**config.mk**
```make
export PLATFORM = sky130hd
export DESIGN_NAME = bcd_seg7_counter
export DESIGN_NICKNAME = d
export VERILOG_FILES = /design/src/rtl/bcd_seg7_counter.sv
export SDC_FILE = /design/constraint.sdc
export NUM_CORES = 1
export LEC_CHECK = 0
export CORE_MARGIN = 5
export CORE_UTILIZATION = 52
export DETAILED_ROUTE_END_ITERATION = 10
export HOLD_SLACK_MARGIN = 0.15
export PLACE_DENSITY = 0.9
export SLEW_MARGIN = 20
export SYNTH_ARGS = -nofsm -noshare
export SYNTH_HDL_FRONTEND = slang
export SYNTH_SLANG_ARGS = --single-unit
```
**constraint.sdc**
```tcl
create_clock -name clk -period 4.4 [get_ports clk]
set_input_delay 0.44 -clock clk [delete_from_list [all_inputs] [get_ports clk]]
set_output_delay 0.44 -clock clk [all_outputs]
set_load 0.01 [all_outputs]
```
**src/rtl/bcd_seg7_counter.sv**
```systemverilog
// bcd_seg7_counter: DIGITS-wide BCD up/down counter with prescaler, parallel
// load, wrap pulse and a registered seven-segment decode per digit.
// Optional feature macro: SEG7_BLANK_EN (leading-zero blanking, digit0 never blanks).
module bcd_seg7_counter #(
    parameter int DIGITS         = 4,
    parameter int PRESCALE       = 1,
    parameter int SEG_ACTIVE_LOW = 0
) (
    input  logic                  clk,
    input  logic                  clean,
    input  logic                  en,
    input  logic                  up,
    input  logic                  load,
    input  logic [4*DIGITS-1:0]   load_val,
    output logic [4*DIGITS-1:0]   bcd,
    output logic [7*DIGITS-1:0]   seg,
    output logic                  wrap
);

    localparam int             PW   = (PRESCALE > 1) ? $clog2(PRESCALE) : 1;
    localparam logic [PW-1:0]  PMAX = PW'(PRESCALE - 1);

    logic [PW-1:0]         presc, presc_nx;
    logic [4*DIGITS-1:0]   bcd_nx;
    logic [7*DIGITS-1:0]   seg_nx;
    logic                  wrap_nx;
    logic                  step;
    logic                  carry;
    logic [3:0]            dig;
    logic [3:0]            nib;

    assign step = en && (presc == PMAX);

    function automatic logic [6:0] dec7(input logic [3:0] d);
        case (d)
            4'd0:    dec7 = 7'h3F;
            4'd1:    dec7 = 7'h06;
            4'd2:    dec7 = 7'h5B;
            4'd3:    dec7 = 7'h4F;
            4'd4:    dec7 = 7'h66;
            4'd5:    dec7 = 7'h6D;
            4'd6:    dec7 = 7'h7D;
            4'd7:    dec7 = 7'h07;
            4'd8:    dec7 = 7'h7F;
            4'd9:    dec7 = 7'h6F;
            default: dec7 = 7'h00;
        endcase
    endfunction

    // Next count, prescaler and wrap: clean > load > step > prescale/hold.
    // clean is folded in here too so the segment decode sees the zero value
    // on the reset edge.
    always_comb begin
        bcd_nx   = bcd;
        presc_nx = presc;
        wrap_nx  = 1'b0;
        carry    = 1'b1;
        dig      = '0;
        nib      = '0;
        if (clean) begin
            bcd_nx   = '0;
            presc_nx = '0;
        end else if (load) begin
            presc_nx = '0;
            for (int unsigned i = 0; i < DIGITS; i++) begin
                nib = load_val[4*i +: 4];
                bcd_nx[4*i +: 4] = (nib > 4'd9) ? 4'd0 : nib;
            end
        end else if (step) begin
            presc_nx = '0;
            // Ripple carry/borrow through all digits; carry out of the top is the wrap.
            for (int unsigned i = 0; i < DIGITS; i++) begin
                dig = bcd[4*i +: 4];
                if (carry) begin
                    if (up) begin
                        if (dig == 4'd9) begin
                            bcd_nx[4*i +: 4] = 4'd0;
                        end else begin
                            bcd_nx[4*i +: 4] = dig + 4'd1;
                            carry = 1'b0;
                        end
                    end else begin
                        if (dig == 4'd0) begin
                            bcd_nx[4*i +: 4] = 4'd9;
                        end else begin
                            bcd_nx[4*i +: 4] = dig - 4'd1;
                            carry = 1'b0;
                        end
                    end
                end
            end
            wrap_nx = carry;
        end else if (en) begin
            presc_nx = presc + 1'b1;
        end
    end

    // Segment decode of the next count, scanned from the top digit so leading
    // zeros can be blanked; polarity applied last so blanked means "off".
    always_comb begin : p_seg
        int unsigned idx;
        logic        seen;
        logic [3:0]  d;
        logic [6:0]  pat;
        seg_nx = '0;
        seen   = 1'b0;
        idx    = 0;
        d      = '0;
        pat    = '0;
        for (int unsigned k = 0; k < DIGITS; k++) begin
            idx = DIGITS - 1 - k;
            d   = bcd_nx[4*idx +: 4];
            pat = dec7(d);
`ifdef SEG7_BLANK_EN
            if (d != 4'd0) seen = 1'b1;
            if (!seen && idx != 0) pat = '0;
`else
            seen = 1'b1;
`endif
            if (SEG_ACTIVE_LOW != 0) pat = ~pat;
            seg_nx[7*idx +: 7] = pat;
        end
    end

    // State registers with synchronous active-high reset.
    always_ff @(posedge clk) begin
        seg <= seg_nx;
        if (clean) begin
            bcd   <= '0;
            presc <= '0;
            wrap  <= 1'b0;
        end else begin
            bcd   <= bcd_nx;
            presc <= presc_nx;
            wrap  <= wrap_nx;
        end
    end

endmodule

```
==> flow_summary.toml <==
[floorplanning]
start_util_pct = 52.63
row_count = 29
dieArea_mm2 = 0.008006
die_x_um = 89.48
num_io_pins = 66
die_h_um = 89.48
core-area_mm2 = 0.006241

[yosys]
ys_ff_latch = 46
synthCells = 387
synth_edf_count = 0
ys.flop_type = "dfxtp_1"
yosysWarnings = 0
netlist_area_mm2 = 0.003284
synth_async_sr_flop_share_pct = 0
syn_avg_cell_area_um2 = 8.487
synth_seq_area_share_pct = 28.04
synthDistinctLibCells = 71
synth_nets = 444

[clocking]
cts_resized = 0
cts_buffers = 5
cts_hold_buf = 0
clk_pin_slew_ps = 90
clk_latency_ps = 310
cts-root-buf = "clkbuf_8"
cts.sinks = 46
postCtsSetupBuffers = 0
cts.htree.levels = 2
cts_tree = "built"
cts.path.max_buffers = 2

[setup_path]
worst-setup-path-type = "reg2reg"
slowest_delay_ps = 520
crit_chain = "inv_1 > ha_1 > or4b_4 > a221oi_4 > buf_4 > and2_1 > o21ai_0 > a211oi_1 > inv_1 > ha_1 > a21oi_1 > or2_1"
critPathBufInv = 3
critPathSlowestCell = "or4b_4"
crit_fanout = 14
critPathRequiredTime_ps = 4610
arrival_ps = 3620
endpoint_kind = "flop"
start_kind = "flop"
path_delay_family = "simple AND/OR/NAND/NOR gates"

[cells_and_area]
final_core_util_pct = 64.84
final_common_cell = "clkdlybuf4s50_1"
seq_area_um2 = 920.9
n_fill_cell = 525
drive_above_1_share_pct = 8.989
mostFrequentLayoutCells = "clkdlybuf4s50_1, dfxtp_1, ha_1, inv_1"
final_nets = 501
areaGrowthSynthToFinish_pct = 23.20
num_antenna_cells = 0
multiInputGateArea_mm2 = 0.002105

[sta]
max_freq_mhz = 292.9
hold_violations = 0
drv_slew = 0
rsz0062_at_grt = "false"
setup_tns_ps = 0
period_needed_ps = 3415
final-setup-viol-count = 0
tightest_slew_ps = 700.3
fin_crit_sh_pct = 77.61
relSlewSlack_pct = 52.92
skew_ps = 6.551

[detailed_routing]
post_drt_wl_per_cell_um = 14.74
drc = 0
dr.pass1.iters = 4
ant_nets = 0
drtIter0Drc = 220
drt-total-wl_mm = 7.693
num_vias = 2994
viasPerCell = 5.736

[global_route]
antenna_found_initial = 0
grt_max_degree = 38
grt.total_usage_pct = 20.39
grt_pass1_vias = 2830
gr-total-overflow = 0
grt_pass1_wl_mm = 13.09

[power_and_ir_drop]
p_int_uw = 733.8
pwr-share-comb_pct = 29.6
p_seq_share_pct = 44.6
switchingPower_uw = 348.0
p_leak_uw = 0.001700
swShare_pct = 32.17
ir_worst_vdd_mv = 0.1813
clkPwrFrac_pct = 25.8
power.density_mw_per_mm2 = 267.3

[placed_design]
io_buffers = 65
gp_congestion = 0.9120
dp_hpwl_mm = 5.759

[hold_path]
hp-class = "reg2reg"

[run]
drv_cap = 0

[run_status]
status = "complete, no violations"
sequential cells by signal, summed over array words and instances (netlist names):
signal  flops
wrap        1
bcd        16
seg        28
presc       1
power by group through the flow:
stage	combinational (µW)	clock, µW	sequential [µW]
2_1_floorplan	177	0	501
3_3_place_gp	310	0	490
3_5_place_dp	318	0	492
4_1_cts	321	288	483
5_1_grt	354	307	489
6_report	320	279	483
cells by family (layout without fill, tap and decap cells):
group                      Yosys count  in the layout  synth area share, %
xor gates and xnor gates             3              3               0.8001
AOI/OAI and AO/OA                  121            121                25.79
and+or+nand+nor                    109            109                18.67
adders and majority gates           36             36                13.71
DFF                                 46             46                28.04
muxes                               15             15                5.105
buffers and inverters               57            115                7.885
cells in the mapped netlist, types with 4 or more instances:
| library cell | count | area [µm²] |
|---|---|---|
| buf_2 | 5 | 25.02 |
| nand2_1 | 22 | 82.58 |
| o21ai_0 | 28 | 140.1 |
| nand3_1 | 8 | 40.04 |
| clkbuf_1 | 9 | 33.78 |
| mux2_2 | 4 | 45.04 |
| nor3b_1 | 4 | 30.03 |
| o31ai_1 | 6 | 45.04 |
| dfxtp_1 | 46 | 920.9 |
| nor2_1 | 24 | 90.09 |
| a211oi_1 | 6 | 45.04 |
| a21oi_1 | 28 | 140.1 |
| a31oi_1 | 4 | 25.02 |
| nand2b_1 | 9 | 56.30 |
| inv_1 | 35 | 131.4 |
| o21ai_1 | 9 | 45.04 |
| mux2i_1 | 10 | 100.1 |
| buf_6 | 4 | 45.04 |
| ha_1 | 36 | 450.4 |
| nor2b_1 | 14 | 87.58 |
path summary, 6_finish.rpt:
kind / cells past startpoint / to / slack (ps) / start
hold / removal: 1 / presc$_SDFFE_PP0P_ / 520 / presc$_SDFFE_PP0P_
setup / recovery: 12 / seg[22]$_DFF_P_ / 990 / bcd[5]$_SDFF_PP0_
hold reg to reg: 1 / presc$_SDFFE_PP0P_ / 520 / presc$_SDFFE_PP0P_
setup reg to reg: 12 / seg[22]$_DFF_P_ / 990 / bcd[5]$_SDFF_PP0_
cell type report:
class                   instances  share of cell area [%]
multi-input cells             284                   52.01
clock buffers                   5                   1.701
clock inverters                 3                  0.6803
well taps                      77                   2.381
inverters                      38                   3.649
repair buffers                 69                   16.82
flip-flops and latches         46                   22.76
metrics by stage:
| stage | setup WS, ps | std cells | power, µW | area (µm²) | hold slack [ps] |
|---|---|---|---|---|---|
| finish | 985.3 | 522 | 1082 | 4046 | 516.3 |
| global route | 686.5 | 522 | 1150 | 4046 | 532.8 |
| CTS | 991.8 | 522 | 1091 | 4046 | 517.3 |
| detailed placement | 717.2 | 514 | 810.1 | 3950 | 497.7 |
| global placement | 799.9 | 514 | 800.3 | 3950 | 487.1 |
| floorplan | 1282 | 387 | 677.9 | 3284 | 476.2 |
metal layers:
metal  up-vias  track usage [%]  wire [µm]
li1       1491                -          -
met1      1403            25.22       3234
met2        96            34.96       3758
met3         4            5.899        652
met4         0            4.736         48
met5         -                0          0
(Power assumes the default switching activity.)
